File: config.mk
export PLATFORM = sky130hd
export DESIGN_NAME = cache_fill_ctrl
export DESIGN_NICKNAME = d
export VERILOG_FILES = /design/src/rtl/cache_fill_ctrl_pkg.sv /design/src/rtl/cache_fill_ctrl_rr_arbiter.sv /design/src/rtl/cache_fill_ctrl.sv
export SDC_FILE = /design/constraint.sdc
export NUM_CORES = 1
export LEC_CHECK = 0
export ABC_CLOCK_PERIOD_IN_PS = 4100
export BUFFER_PORTS_ARGS = -buffer_cell sky130_fd_sc_hd__buf_4
export CAP_MARGIN = 20
export CORE_MARGIN = 3
export CORE_UTILIZATION = 35
export CTS_CLUSTER_DIAMETER = 40
export DETAILED_ROUTE_END_ITERATION = 8
export SLEW_MARGIN = 20
export SYNTH_ARGS = -nofsm -noshare
export SYNTH_HDL_FRONTEND = slang
export SYNTH_SLANG_ARGS = --single-unit
File: constraint.sdc
create_clock -name clock -period 4.1 [get_ports clock]
set_input_delay 0.82 -clock clock [delete_from_list [all_inputs] [get_ports clock]]
set_output_delay 0.82 -clock clock [all_outputs]
set_load 0.03 [all_outputs]
File: src/rtl/cache_fill_ctrl_pkg.sv
// Shared types and constants for the cache miss/refill sequencer.
// Perf counters are built only with CACHE_FILL_PERF_CNT_EN defined.
package cache_fill_ctrl_pkg;

    localparam int unsigned DEF_NUM_THREADS  = 4;
    localparam int unsigned DEF_NUM_SET      = 16;
    localparam int unsigned DEF_WAYS_PER_SET = 4;
    localparam int unsigned DEF_ADDR_W       = 32;
    localparam int unsigned CACHE_PERF_CNT_W = 32;

    typedef enum logic [2:0] {
        IDLE     = 3'd0,
        VICTIM   = 3'd1,
        MEM_REQ  = 3'd2,
        MEM_WAIT = 3'd3,
        FILL     = 3'd4
    } cache_fill_state_t;

    typedef enum logic {
        Multi_Threaded  = 1'b0,
        Single_Threaded = 1'b1
    } mt_t;

    // Saturating increment for the perf counters.
    function automatic logic [CACHE_PERF_CNT_W-1:0] sat_inc(input logic [CACHE_PERF_CNT_W-1:0] x);
        return (&x) ? x : x + CACHE_PERF_CNT_W'(1);
    endfunction

endpackage

File: src/rtl/cache_fill_ctrl_rr_arbiter.sv
// Combinational round-robin arbiter: first requester at or after ptr, wrapping.
module rr_arbiter #(
    parameter int unsigned N     = 4,
    localparam int unsigned IDX_W = (N > 1) ? $clog2(N) : 1
) (
    input  logic [N-1:0]     req,
    input  logic [IDX_W-1:0] ptr,
    output logic [N-1:0]     grant,
    output logic [IDX_W-1:0] idx
);

    always_comb begin : arb
        int unsigned j;
        logic        found;
        grant = '0;
        idx   = '0;
        found = 1'b0;
        j     = 0;
        for (int unsigned i = 0; i < N; i++) begin
            j = (32'(ptr) + i) % N;
            if (!found && req[IDX_W'(j)]) begin
                found              = 1'b1;
                grant[IDX_W'(j)]   = 1'b1;
                idx                = IDX_W'(j);
            end
        end
    end

endmodule

File: src/rtl/cache_fill_ctrl.sv
// Per-cache miss/refill sequencer in front of the LRU; optional perf counters
// are enabled by defining CACHE_FILL_PERF_CNT_EN.
module cache_fill_ctrl
    import cache_fill_ctrl_pkg::*;
#(
    parameter int unsigned NUM_THREADS  = DEF_NUM_THREADS,
    parameter int unsigned NUM_SET      = DEF_NUM_SET,
    parameter int unsigned WAYS_PER_SET = DEF_WAYS_PER_SET,
    parameter int unsigned ADDR_W       = DEF_ADDR_W,
    localparam int unsigned THR_W       = (NUM_THREADS > 1) ? $clog2(NUM_THREADS) : 1,
    localparam int unsigned NUM_SET_W   = (NUM_SET > 1) ? $clog2(NUM_SET) : 1,
    localparam int unsigned WAYS_W      = (WAYS_PER_SET > 1) ? $clog2(WAYS_PER_SET) : 1
) (
    input  logic                                  clock,
    input  logic                                  reset,
    input  mt_t                                   mt_mode,
    input  logic [NUM_THREADS-1:0]                miss_req,
    input  logic [NUM_THREADS-1:0][NUM_SET_W-1:0] miss_set,
    input  logic [NUM_THREADS-1:0][ADDR_W-1:0]    miss_addr,
    output logic [NUM_THREADS-1:0]                miss_ack,
    input  logic                                  hit_valid,
    output logic                                  hit_ready,
    input  logic [NUM_SET_W-1:0]                  hit_set,
    input  logic [WAYS_W-1:0]                     hit_way,
    input  logic [THR_W-1:0]                      hit_thread,
    output logic                                  lru_victim_req,
    output logic [NUM_SET_W-1:0]                  lru_victim_set,
    input  logic [WAYS_W-1:0]                     lru_victim_way,
    output logic [THR_W-1:0]                      lru_thread_id,
    output logic                                  lru_update_req,
    output logic [NUM_SET_W-1:0]                  lru_update_set,
    output logic [WAYS_W-1:0]                     lru_update_way,
    output logic                                  mem_req_valid,
    input  logic                                  mem_req_ready,
    output logic [ADDR_W-1:0]                     mem_req_addr,
    input  logic                                  mem_rsp_valid,
    output logic                                  fill_valid,
    output logic [NUM_SET_W-1:0]                  fill_set,
    output logic [WAYS_W-1:0]                     fill_way,
    output logic                                  busy
`ifdef CACHE_FILL_PERF_CNT_EN
    ,
    output logic [NUM_THREADS-1:0][CACHE_PERF_CNT_W-1:0] perf_miss_cnt,
    output logic [CACHE_PERF_CNT_W-1:0]                  perf_wait_cnt
`endif
);

    cache_fill_state_t     state_q, state_d;
    logic [THR_W-1:0]      thr_q, thr_d;
    logic [THR_W-1:0]      ptr_q, ptr_d;
    logic [NUM_SET_W-1:0]  set_q, set_d;
    logic [WAYS_W-1:0]     way_q, way_d;
    logic [ADDR_W-1:0]     addr_q, addr_d;

    logic [NUM_THREADS-1:0] req_elig_c;
    logic [NUM_THREADS-1:0] gnt_oh;
    logic [THR_W-1:0]       gnt_idx;
    logic                   single_c;

    assign single_c = (mt_mode == Single_Threaded);

    // Single-threaded mode only lets thread 0 compete.
    always_comb begin
        req_elig_c = miss_req;
        if (single_c) begin
            req_elig_c = '0;
            req_elig_c[0] = miss_req[0];
        end
    end

    rr_arbiter #(.N(NUM_THREADS)) u_arb (
        .req   (req_elig_c),
        .ptr   (ptr_q),
        .grant (gnt_oh),
        .idx   (gnt_idx)
    );

    always_comb begin
        state_d = state_q;
        thr_d   = thr_q;
        ptr_d   = ptr_q;
        set_d   = set_q;
        way_d   = way_q;
        addr_d  = addr_q;
        unique case (state_q)
            IDLE: begin
                if (|gnt_oh) begin
                    thr_d   = gnt_idx;
                    set_d   = miss_set[gnt_idx];
                    addr_d  = miss_addr[gnt_idx];
                    ptr_d   = (gnt_idx == THR_W'(NUM_THREADS - 1)) ? '0 : gnt_idx + THR_W'(1);
                    state_d = VICTIM;
                end
            end
            VICTIM: begin
                way_d   = lru_victim_way;
                state_d = MEM_REQ;
            end
            MEM_REQ:  if (mem_req_ready) state_d = MEM_WAIT;
            MEM_WAIT: if (mem_rsp_valid) state_d = FILL;
            FILL:     state_d = IDLE;
            default:  state_d = IDLE;
        endcase
    end

    always_ff @(posedge clock or negedge reset) begin
        if (!reset) begin
            state_q <= IDLE;
            thr_q   <= '0;
            ptr_q   <= '0;
            set_q   <= '0;
            way_q   <= '0;
            addr_q  <= '0;
        end else begin
            state_q <= state_d;
            thr_q   <= thr_d;
            ptr_q   <= ptr_d;
            set_q   <= set_d;
            way_q   <= way_d;
            addr_q  <= addr_d;
        end
    end

    // Hit-path outputs pass inputs straight through, so they are gated by reset to stay 0.
    always_comb begin
        miss_ack       = '0;
        hit_ready      = 1'b0;
        lru_victim_req = 1'b0;
        lru_victim_set = set_q;
        lru_thread_id  = '0;
        lru_update_req = 1'b0;
        lru_update_set = '0;
        lru_update_way = '0;
        mem_req_valid  = 1'b0;
        mem_req_addr   = addr_q;
        fill_valid     = 1'b0;
        fill_set       = set_q;
        fill_way       = way_q;
        busy           = (state_q != IDLE);
        if (reset) begin
            hit_ready      = 1'b1;
            lru_thread_id  = single_c ? '0 : hit_thread;
            lru_update_req = hit_valid;
            lru_update_set = hit_set;
            lru_update_way = hit_way;
        end
        unique case (state_q)
            VICTIM: begin
                lru_victim_req = 1'b1;
                lru_thread_id  = thr_q;
            end
            MEM_REQ: mem_req_valid = 1'b1;
            FILL: begin
                hit_ready        = 1'b0;
                lru_thread_id    = thr_q;
                lru_update_req   = 1'b1;
                lru_update_set   = set_q;
                lru_update_way   = way_q;
                fill_valid       = 1'b1;
                miss_ack[thr_q]  = 1'b1;
            end
            default: ;
        endcase
    end

    rsp_only_in_wait_a: assert property (@(posedge clock) disable iff (!reset)
        mem_rsp_valid |-> state_q == MEM_WAIT);

`ifdef CACHE_FILL_PERF_CNT_EN
    logic [NUM_THREADS-1:0][CACHE_PERF_CNT_W-1:0] miss_cnt_q, miss_cnt_d;
    logic [CACHE_PERF_CNT_W-1:0]                  wait_cnt_q, wait_cnt_d;

    always_comb begin
        miss_cnt_d = miss_cnt_q;
        wait_cnt_d = wait_cnt_q;
        if (state_q == FILL) miss_cnt_d[thr_q] = sat_inc(miss_cnt_q[thr_q]);
        if (state_q == MEM_WAIT) wait_cnt_d = sat_inc(wait_cnt_q);
    end

    always_ff @(posedge clock or negedge reset) begin
        if (!reset) begin
            miss_cnt_q <= '0;
            wait_cnt_q <= '0;
        end else begin
            miss_cnt_q <= miss_cnt_d;
            wait_cnt_q <= wait_cnt_d;
        end
    end

    assign perf_miss_cnt = miss_cnt_q;
    assign perf_wait_cnt = wait_cnt_q;
`endif

endmodule

* Yosys cells after proc, flatten, opt, wreduce, memory -nomap -nowiden
Index checks and enable logic that the tools add are counted.
Widths: inputs -> output; s select.
** Cells by class
- Add/subtract/negate cells :: 4
- $lt $le $gt $ge :: 11
- Eq/ne operators :: 8
- Multiplexer cells :: 54
- Bitwise logic cells :: 3
- Reduce and logical (&&, ||, !) cells :: 17
** Operators with widths (count)
- $bmux 32 s2 :: 1
- $mux 4 :: 9
- $mux 32 :: 1
- $mux 2 :: 10
- $mux 1 :: 19
- $lt 2x3->1 const B :: 6
- $or 4x4->4 :: 3
- $pmux 3 s4 :: 1
- $demux 1 s2 :: 5
- $ge 2x1->1 const B :: 5
- $mux 3 :: 3
- $bmux 1 s2 :: 4
- $bmux 4 s2 :: 1
- $logic_and 1x1->1 :: 8
- $eq 3x2->1 const B :: 2
- $ne 2x2->1 const B :: 3
- $add 2x1->2 const B :: 2
- $add 2x2->2 const B :: 2
- $reduce_or 4->1 :: 1
- $eq 3x1->1 const B :: 1
- $eq 3x3->1 const B :: 1
- $logic_not 1->1 :: 3
- $logic_not 3->1 :: 1
- $reduce_and 3->1 :: 1
- 4 further kinds :: 4
** Word-level totals
- Register bits after elaboration :: 45
- Input port bits :: 164
- Output and inout bits :: 60
- Logic and storage cells :: 103

* Logic depth before layout (Yosys ltp)
Gate-level depths: netlist of the first run.
- Depth after elaboration :: 16
- Gate-level depth with buffers :: 11
- Mapped depth without buffers :: 8

* Modules after synthesis
Synthesis of the first run repeated with hierarchy kept, for this count alone.
** Unflattened totals
- Cells, all modules :: 263
- Area total of the unflattened synthesis :: 3559.7 um^2
** By module, submodules not included
- cache_fill_ctrl :: instances 1, cells each 198, area an instance 3070.4 um^2, sequential area each 1126.1 um^2
- rr_arbiter :: instances 1, cells each 65, area an instance 489.2 um^2, sequential area each 0.0 um^2

* Worst setup path before layout of the first run
Ideal clock, no wire load.
- Path type :: reg-to-output
- Start :: reg state_q[2]
- End :: out lru_thread_id[1]
- Arrival :: 2323 ps
- Required time :: 3280 ps
- Slack :: 957 ps
- Cell stages (with the launch flop) :: 4
- Buffers on the path :: 0
- Path through :: dfrtp_1 nor3b_1 nor2_1 o21ai_0
** On the way
- Word-level cells in the longest chain between the ends :: 3
- Elaborated cells between the ends (all ways) :: 4
- Those cells by class :: 2 x eq/ne; 1 x mux; 1 x reduce/logical
** Ends and longest elaborated chain
- start, declared :: RTL line cache_fill_ctrl.sv:48 : cache_fill_state_t state_q, state_d;
- start signal, assigned :: RTL line cache_fill_ctrl.sv:115 : state_q <= state_d;
- $eq 3x3->1 / $eq 3x1->1 (equally long branches) :: RTL line cache_fill_ctrl.sv:147 : unique case (state_q)
- $reduce_or 2->1 (no source line) (*)
- $mux 2 (*) :: RTL line cache_fill_ctrl.sv:147
- end, declared :: RTL line cache_fill_ctrl.sv:29 : output logic [THR_W-1:0] lru_thread_id,
Every way passes the cells marked *; elsewhere a longest branch is shown, timed or not.

* Worst setup path after layout of the first run
- Start :: reg ptr_q[1]
- End :: reg addr_q[11] (netlist: mem_req_addr[11])
** On the way
- Word-level cells in the longest chain between the ends :: 14
- Elaborated cells between the ends (all ways) :: 55
- Those cells by class :: 3 x add/sub; 8 x order compare; 29 x mux; 3 x bitwise; 12 x reduce/logical
** Ends and longest elaborated chain
- start, declared :: RTL line cache_fill_ctrl.sv:50 : logic [THR_W-1:0] ptr_q, ptr_d;
- start signal, assigned :: RTL line cache_fill_ctrl.sv:117 : ptr_q <= ptr_d;
- branches (longest 14 deep; another with $lt 2x3->1)
- end signal, assigned :: RTL line cache_fill_ctrl.sv:120 : addr_q <= addr_d;
- end, declared :: RTL line cache_fill_ctrl.sv:53 : logic [ADDR_W-1:0] addr_q, addr_d;
Parallel ways; which one is timed is not known. The select of a mux whose other input is x is not followed.
A chain may end at the register's enable or synchronous reset.

==> results.py, run 1 <==
metrics = {
    "clocking": {
        "clkLatencyLatePin_ns": 0.30,
        "cts_num_sinks": 45,
        "cts_buffer_depth": 2,
        "cts_buffers": 5,
        "tritoncts": "built",
        "post_cts_resized": 0,
        "cts_hold_buf": 0,
        "cts.clk_slew.worst_paths_ns": 0.07,
        "post-cts-setup-buffer-count": 0,
        "cts_max_level": 2,
        "root_buffer": "clkbuf_16",
    },
    "power": {
        "ir_drop_uv": 406.3,
        "p_leak_nw": 3.368,
        "power_density_nw_per_um2": 673.9,
    },
    "setup_path": {
        "r2r_start": "ptr_q[1]$_DFFE_PN0P_",
        "critPathArrivalTime_ns": 3.52,
        "startpoint_type": "flip-flop",
        "rrSetupSlack_ns": 0.77,
        "ff2ff_path_depth": 9,
        "crit_type": "flip-flop to flip-flop",
        "cp_max_fo": 12,
        "worst_setup_path_end_kind": "flip-flop",
        "r2r-end": "mem_req_addr[11]$_DFFE_PN0P_",
        "cp_data_required_time_ns": 4.29,
    },
    "die": {
        "num_rows": 44,
        "die_w_um": 130.1,
        "dieArea_um2": 16930,
        "initial_core_util_pct": 36.40,
        "io-pin-count": 224,
        "floorplan.die.height_um": 130.1,
        "core_region_area_um2": 14810,
    },
    "timing": {
        "setup_viol": 0,
        "fin_setup_tns_ns": 0,
        "hold_viol_final": 0,
        "tightestPinTransition_ns": 1.036,
        "finalClockSkew_ns": 0.005083,
        "rsz0062_at_grt": "false",
        "finalCritPeriodShare_pct": 81.32,
        "final_max_slew_viol_count": 0,
        "finalCriticalPeriod_ns": 3.334,
        "relSlewSlack_pct": 30.80,
        "fmax_mhz": 299.9,
    },
    "place": {
        "gp_congestion": 0.8041,
        "portBuffers": 223,
        "place_inst": 1082,
        "dp_hpwl_mm": 13.53,
        "place_area_um2": 7122,
    },
    "global_route": {
        "antenna_found_initial": 0,
        "grt_overflow": 0,
        "grt_max_degree": 92,
        "track_usage_pct": 22.19,
        "grt_pass1_vias": 5659,
        "grt_pass1_wl_mm": 30.20,
    },
    "cells_and_area": {
        "fin_area_um2": 7312,
        "antenna_cells": 0,
        "drive_gt1_share_pct": 33.55,
        "final_cell_mix": "buf_4, nand2_1, o21ai_0, and4_1, dfrtp_1",
        "nFillCells": 1494,
        "fin_nets": 1077,
        "area_growth_pct": 35.65,
        "final_cell_count_no_fill": 1090,
        "final_common_cell": "buf_4",
    },
    "route": {
        "route.vias.total": 6020,
        "finalWirelength_mm": 19.51,
        "wl_per_cell_um": 17.90,
        "vias_per_cell": 5.523,
        "drt-pass1-iter-count": 5,
        "postRouteAntennaNets": 0,
        "drt_iter0_markers": 408,
        "drc": 0,
    },
    "synthesis": {
        "syn_area_um2": 5390,
        "ys_seq_area_share_pct": 20.89,
        "synth_cell_type_count": 51,
        "yosysWarnings": 0,
        "syn_inst": 738,
        "synth_fp_nets": 910,
        "synth_seq_cells": 45,
        "synth_edf_count": 0,
        "synthFlopType": "dfrtp_1",
        "synth_area_per_cell_um2": 7.304,
        "synthArstFlopShare_pct": 100.0,
    },
    "outcome": {
        "status": "finished, final reports clean",
    },
    "flow_run": {
        "drv_cap": 0,
    },
    "hold_path": {
        "min_path_type": "input port to async pin",
    },
}
## critical path, cell delays in order, from the launching register on
cell and delay [ns]:
dfrtp_1 0.51, inv_1 0.22, ha_1 0.44, and3b_1 0.20
a311o_1 0.34, a21boi_1 0.21, o221ai_2 0.17, a21oi_4 0.47
buf_4 0.30, mux2_2 0.35
## flip-flops by register name, summed over array words and instances (netlist names), named ones only
name,flops
fill_set,4
mem_req_addr,32
fill_way,2
state_q,3
thr_q,2
ptr_q,1
## cell families (layout without fill, tap and decap cells)
family | count (synthesis) | in the layout | synth area share (%)
multiplexers | 81 | 81 | 16.67
AND/OR/NAND/NOR | 351 | 351 | 33.75
buffers and inverters | 87 | 255 | 7.683
flip-flops | 45 | 45 | 20.89
AO/OA/AOI/OAI | 164 | 164 | 18.83
XOR/XNOR | 2 | 2 | 0.3250
adder cells (fa/ha/maj) | 8 | 8 | 1.857
## worst max path at each step
stage	endpoint	from	slack [ns]
floorplan	lru_thread_id[1]	state_q[2]$_DFFE_PN0P_	0.96
finish	mem_req_addr[11]$_DFFE_PN0P_	ptr_q[1]$_DFFE_PN0P_	0.77
CTS	mem_req_addr[11]$_DFFE_PN0P_	ptr_q[1]$_DFFE_PN0P_	0.77
global route	mem_req_addr[8]$_DFFE_PN0P_	ptr_q[1]$_DFFE_PN0P_	0.44
global placement	mem_req_addr[11]$_DFFE_PN0P_	miss_req[1]	0.75
detailed placement	mem_req_addr[11]$_DFFE_PN0P_	miss_req[1]	0.69
## where the power goes
part	internal [mW]	leakage, nW	switching [mW]	total [mW]
logic	1.47	2.74	2.05	3.51
clock network	0.349	0.0938	0.192	0.540
registers	0.681	0.532	0.194	0.875
## stage by stage
| stage | utilization [%] | setup WS, ns | total power [mW] | hold WS, ns |
|---|---|---|---|---|
| floorplan | - | 0.9568 | 3.387 | 0.4920 |
| global placement | 48.09 | 0.7548 | 4.381 | 0.4925 |
| detailed placement | 48.09 | 0.6921 | 4.403 | 0.4978 |
| CTS | 49.37 | 0.7723 | 4.957 | 0.3477 |
| global route | 49.37 | 0.4364 | 5.287 | 0.3569 |
| finish | 49.37 | 0.7660 | 4.928 | 0.3576 |
## area by class of cell
class	instances	area [µm²]	area share, %
Clock buffer	5	125.1	1.711
Multi-Input combinational cell	606	3909	53.46
Tap cell	184	230.2	3.149
Timing Repair Buffer	241	1834	25.09
Inverter	6	22.52	0.3080
Clock inverter	3	65.06	0.8898
Sequential cell	45	1126	15.40
## Yosys cell counts, types with 7 or more instances
master | number | area [µm²]
nand2_1 | 199 | 747.0
o21ai_0 | 74 | 370.4
and4_1 | 72 | 630.6
clkbuf_1 | 56 | 210.2
dfrtp_1 | 45 | 1126
nor3_1 | 39 | 195.2
mux2i_1 | 38 | 380.4
a21oi_1 | 37 | 185.2
a311oi_1 | 36 | 315.3
mux2_2 | 34 | 382.9
buf_2 | 10 | 50.05
mux2_4 | 9 | 135.1
nor2_1 | 9 | 33.78
ha_1 | 8 | 100.1
buf_4 | 7 | 52.55
nand3_1 | 7 | 35.03
## routing by layer
| metal | GRT usage (%) | share of wire [%] | up-vias |
|---|---|---|---|
| met5 | 0 | 0 | - |
| met4 | 5.073 | 1.2 | 0 |
| met3 | 4.994 | 7.8 | 14 |
| met2 | 36.21 | 45 | 200 |
| met1 | 29.98 | 46 | 2779 |
| li1 | - | - | 3027 |
Note: power is estimated with default switching activity, not from simulation.
==> run 2, diff against run 1 <==
ABC_CLOCK_PERIOD_IN_PS = 3050   (was 4100)
clock period = 3.05 ns   (was 4.1 ns; I/O delays follow)
==> run 2 against run 1 <==
Largest power group unchanged; critical path type unchanged; hold slack worse by 0.21 ns; critical path depth unchanged; highest routed layer unchanged; via count up 1.5%; wire length up 1.5%; cell count up 0.64%.
==> results.py, run 2 (same netlist as run 1, synthesis figures left out) <==
metrics = {
    "setup_path": {
        "cp_max_fo": 39,
        "cpPeakStageDelay_ns": 0.38,
        "crit_type": "flip-flop to flip-flop",
        "critPathArrivalTime_ns": 2.94,
        "rrSetupSlack_ns": 0.30,
        "worst-path-buf-inv": 2,
        "path_cells": "inv_1 -> ha_1 -> nor4b_1 -> a311o_1 -> nand3_1 -> a31o_1 -> a21oi_4 -> buf_12 -> mux2_2",
        "cp_data_required_time_ns": 3.23,
        "cp_top_family": "compound AO/OA/AOI/OAI gates",
        "startpoint_type": "flip-flop",
        "crit_slowest_cell": "ha_1",
        "worst_setup_path_end_kind": "flip-flop",
    },
    "clocking": {
        "tritoncts": "built",
        "cts.clk_slew.worst_paths_ns": 0.06,
        "cts_buffer_depth": 2,
        "post_cts_resized": 0,
        "clkLatencyLatePin_ns": 0.30,
        "cts_hold_buf": 0,
        "cts_num_sinks": 45,
        "root_buffer": "clkbuf_16",
        "cts_max_level": 2,
        "post-cts-setup-buffer-count": 0,
        "cts_buffers": 5,
    },
    "power": {
        "pwr-share-clk_pct": 8.9,
        "ir_drop_uv": 625.8,
        "switching_share_pct": 49.11,
        "p_leak_nw": 3.416,
        "switchingPower_mw": 3.302,
        "p_int_mw": 3.422,
        "power_density_nw_per_um2": 907.7,
        "p_comb_share_pct": 73.7,
        "pwr-share-seq_pct": 17.4,
    },
    "die": {
        "initial_core_util_pct": 36.40,
        "num_rows": 44,
        "die_w_um": 130.1,
        "floorplan.die.height_um": 130.1,
        "core_region_area_um2": 14810,
        "io-pin-count": 224,
        "dieArea_um2": 16930,
    },
    "timing": {
        "final_max_slew_viol_count": 0,
        "fmax_mhz": 363.2,
        "tightestPinTransition_ns": 1.099,
        "finalWorstSetupSlack_ns": 0.2964,
        "finalClockSkew_ns": 0.006741,
        "finalCriticalPeriod_ns": 2.754,
        "finalCritPeriodShare_pct": 90.28,
        "setup_viol": 0,
        "rsz0062_at_grt": "false",
        "hold_viol_final": 0,
        "fin_setup_tns_ns": 0,
        "relSlewSlack_pct": 26.71,
    },
    "cells_and_area": {
        "antenna_cells": 0,
        "fin_area_um2": 7407,
        "largest_reg_flops": 32,
        "final_common_cell": "buf_4",
        "fin_nets": 1084,
        "drive_gt1_share_pct": 34.06,
        "final_cell_mix": "buf_4, nand2_1, o21ai_0, and4_1, dfrtp_1",
        "area_growth_pct": 37.42,
        "fin_util_pct": 50.02,
    },
    "route": {
        "dr_wl_met2_mm": 8.988,
        "m1WireLength_mm": 8.677,
        "dr_wl_met3_mm": 1.705,
        "postRouteAntennaNets": 0,
        "vias_per_cell": 5.568,
        "route.vias.total": 6108,
        "wl_per_cell_um": 18.05,
        "drt-pass1-iter-count": 5,
        "finalWirelength_mm": 19.80,
        "drc": 0,
        "dr.max_layer_used": "met4",
        "drt_iter0_markers": 401,
    },
    "flow_run": {
        "drv_cap": 0,
    },
    "hold_path": {
        "min_path_type": "input port to async pin",
    },
    "place": {
        "portBuffers": 223,
        "dp_hpwl_mm": 13.89,
        "place_area_um2": 7249,
        "pre_cts_ws_ns": 0.2814,
        "gp_congestion": 0.8262,
    },
    "global_route": {
        "grt_pass1_wl_mm": 30.34,
        "grt_max_degree": 74,
        "grt_overflow": 0,
        "grt_pass1_vias": 5721,
        "antenna_found_initial": 0,
        "track_usage_pct": 22.53,
    },
    "outcome": {
        "status": "finished, final reports clean",
    },
}
run 2: cell count changes in the layout (fill, tap and decap cells not counted):
cell       previous run  this run
buf_4               239       240
bufinv_16             2         0
clkbuf_8              0         2
buf_12                2         8
run 2: final timing paths:
path | end | cells after the start
max | mem_req_addr[5]$_DFFE_PN0P_ | 9
min | state_q[0]$_DFFE_PN0P_ | 1
max reg2reg | mem_req_addr[5]$_DFFE_PN0P_ | 9
min reg2reg | mem_req_addr[18]$_DFFE_PN0P_ | 1
max in group asynchronous | mem_req_addr[5]$_DFFE_PN0P_ | 2
min in group clock | mem_req_addr[18]$_DFFE_PN0P_ | 1
run 2: cell type report:
type                       instances  area (µm²)
multi-input combinational        606        3909
sequential                        45        1126
tap                              184       230.2
clock inverter                     1       5.005
timing repair buffer             248        1962
inverter                           6       22.52
clock buffer                       7       152.6
fill                            1474        7402
run 2: metal layers:
metal  GRT usage, %  up-vias
li1               -     3054
met5              0        -
met1          29.89     2776
met2          36.24      248
met4          6.418        0
met3          5.853       30
run 2: power by group through the flow:
| stage | sequential [mW] | combinational, mW | clock (mW) |
|---|---|---|---|
| global placement | 1.17 | 4.95 | 0 |
| detailed placement | 1.18 | 4.98 | 0 |
| floorplan | 1.63 | 2.92 | 0 |
| global route | 1.21 | 5.37 | 0.647 |
| CTS | 1.17 | 4.99 | 0.623 |
| finish | 1.17 | 4.95 | 0.599 |
run 2: through the flow:
step,power (mW),cells,hold WS [ns]
after floorplan,4.553,738,0.3144
after global placement,6.114,1089,0.4645
after detailed placement,6.158,1089,0.4618
after CTS,6.783,1097,0.1363
after global routing,7.224,1097,0.1359
final,6.723,1097,0.1461
==> run 3, diff against run 2 <==
CORE_ASPECT_RATIO = 0.6   (was not set)
==> run 3 against run 2 <==
Core utilization up 0.64 points; hold slack better by 0.067 ns; non-clock buffer count increased by 3; via count rose by 2.0%; count of clock-buffer cells in the layout shrank 2; cell count is 1.5% higher; critical path type unchanged.
==> results.py, run 3 (same netlist as run 1, synthesis figures left out) <==
metrics = {
    "clocking": {
        "cts_buffer_depth": 2,
        "cts_hold_buf": 0,
        "cts.clk_slew.worst_paths_ns": 0.07,
        "clkLatencyLatePin_ns": 0.29,
        "cts_num_sinks": 45,
        "cts_max_level": 2,
        "cts_buffers": 5,
        "root_buffer": "clkbuf_16",
        "post_cts_resized": 0,
        "post-cts-setup-buffer-count": 0,
        "tritoncts": "built",
    },
    "setup_path": {
        "worst_setup_path_end_kind": "flip-flop",
        "critPathArrivalTime_ns": 2.85,
        "r2r-end": "fill_set[0]$_DFFE_PN0P_",
        "cp_max_fo": 19,
        "startpoint_type": "flip-flop",
        "crit_type": "flip-flop to flip-flop",
        "crit_end": "fill_set[0]$_DFFE_PN0P_",
        "rrSetupSlack_ns": 0.37,
        "cp_data_required_time_ns": 3.22,
        "ff2ff_path_depth": 9,
    },
    "route": {
        "vias_per_cell": 5.600,
        "postRouteAntennaNets": 0,
        "drt_iter0_markers": 593,
        "wl_per_cell_um": 18.33,
        "drc": 0,
        "dr_wl_met3_mm": 1.864,
        "m1WireLength_mm": 9.909,
        "dr.max_layer_used": "met4",
        "drt-pass1-iter-count": 5,
        "finalWirelength_mm": 20.40,
        "route.vias.total": 6233,
        "dr_wl_met2_mm": 8.564,
    },
    "cells_and_area": {
        "antenna_cells": 0,
        "fin_util_pct": 50.66,
        "fin_area_um2": 7478,
        "fin_nets": 1087,
        "final_cell_mix": "buf_4, nand2_1, o21ai_0, and4_1, dfrtp_1",
        "area_growth_pct": 38.74,
        "final_common_cell": "buf_4",
        "largest_reg_flops": 32,
        "drive_gt1_share_pct": 34.10,
    },
    "die": {
        "num_rows": 34,
        "initial_core_util_pct": 36.51,
        "die_w_um": 166.2,
        "core_region_area_um2": 14760,
        "dieArea_um2": 16970,
        "io-pin-count": 224,
        "floorplan.die.height_um": 102.1,
    },
    "timing": {
        "fmax_mhz": 373.2,
        "whs_ns": 0.2129,
        "finalClockSkew_ns": 0.008002,
        "hold_viol_final": 0,
        "rsz0062_at_grt": "false",
        "fin_setup_tns_ns": 0,
        "tightestPinTransition_ns": 0.5658,
        "relSlewSlack_pct": 62.28,
        "final_max_slew_viol_count": 0,
        "setup_viol": 0,
        "finalCritPeriodShare_pct": 87.85,
        "finalCriticalPeriod_ns": 2.679,
    },
    "place": {
        "gp_congestion": 0.8647,
        "dp_hpwl_mm": 14.69,
        "place_area_um2": 7318,
        "portBuffers": 223,
    },
    "power": {
        "switchingPower_mw": 3.370,
        "p_int_mw": 3.490,
        "pwr-share-clk_pct": 9.0,
        "p_comb_share_pct": 73.9,
        "power_density_nw_per_um2": 917.3,
        "ir_drop_uv": 592.9,
        "p_leak_nw": 3.444,
        "pwr-share-seq_pct": 17.1,
        "switching_share_pct": 49.12,
    },
    "outcome": {
        "status": "finished, final reports clean",
    },
    "global_route": {
        "grt_overflow": 0,
        "grt_max_degree": 81,
        "grt_pass1_vias": 5706,
        "antenna_found_initial": 0,
        "grt_pass1_wl_mm": 31.46,
        "track_usage_pct": 22.52,
    },
    "flow_run": {
        "drv_cap": 0,
    },
    "hold_path": {
        "min_path_type": "input port to async pin",
    },
}
==> run 3: final cells by class <==
cell class,instances,area [µm²]
Clock buffer,5,125.1
Clock inverter,2,35.03
Fill cell,1480,7283
Inverter,6,22.52
Multi-Input combinational cell,606,3900
Sequential cell,45,1126
Tap cell,198,247.7
Timing Repair Buffer,251,2022
==> run 3: critical path, stage by stage, from the launching register on <==
cell     delay [ns]
dfrtp_1        0.34
inv_1          0.06
ha_1           0.38
nor4b_1        0.38
a311o_1        0.26
nand3_1        0.10
a31o_1         0.23
a21oi_4        0.23
buf_12         0.21
mux2_2         0.35
==> run 3: how the worst min path moves through the flow <==
| stage | startpoint | to | slack, ns | cells after the start |
|---|---|---|---|---|
| after global placement | mem_req_addr[7]$_DFFE_PN0P_ | mem_req_addr[7]$_DFFE_PN0P_ | 0.51 | 1 |
| final | reset | state_q[0]$_DFFE_PN0P_ | 0.21 | 1 |
| after CTS | reset | state_q[0]$_DFFE_PN0P_ | 0.21 | 1 |
| after global routing | reset | state_q[0]$_DFFE_PN0P_ | 0.22 | 1 |
| after detailed placement | mem_req_addr[5]$_DFFE_PN0P_ | mem_req_addr[5]$_DFFE_PN0P_ | 0.50 | 1 |
| after floorplan | reset | async pin | 0.31 | 0 |
==> run 3: metal layers <==
metal  vias to the layer above  GRT usage [%]
met3                         8          6.881
met2                       273          34.44
met1                      2903          32.56
li1                       3049              -
met5                         -              0
met4                         0          2.345
==> run 3: power groups by stage <==
| stage | registers (mW) | clock network, mW | logic (mW) |
|---|---|---|---|
| CTS | 1.18 | 0.634 | 5.07 |
| global placement | 1.19 | 0 | 5.02 |
| global route | 1.21 | 0.657 | 5.43 |
| detailed placement | 1.18 | 0 | 5.06 |
| finish | 1.17 | 0.617 | 5.07 |
| floorplan | 1.63 | 0 | 2.92 |
==> run 3: per-stage QoR <==
step	worst slack, ns	total power [mW]	std cells
floorplan	0.1168	4.553	738
global placement	0.3680	6.200	1106
detailed placement	0.3438	6.239	1106
CTS	0.4383	6.879	1113
global route	0.2228	7.304	1113
finish	0.3706	6.860	1113
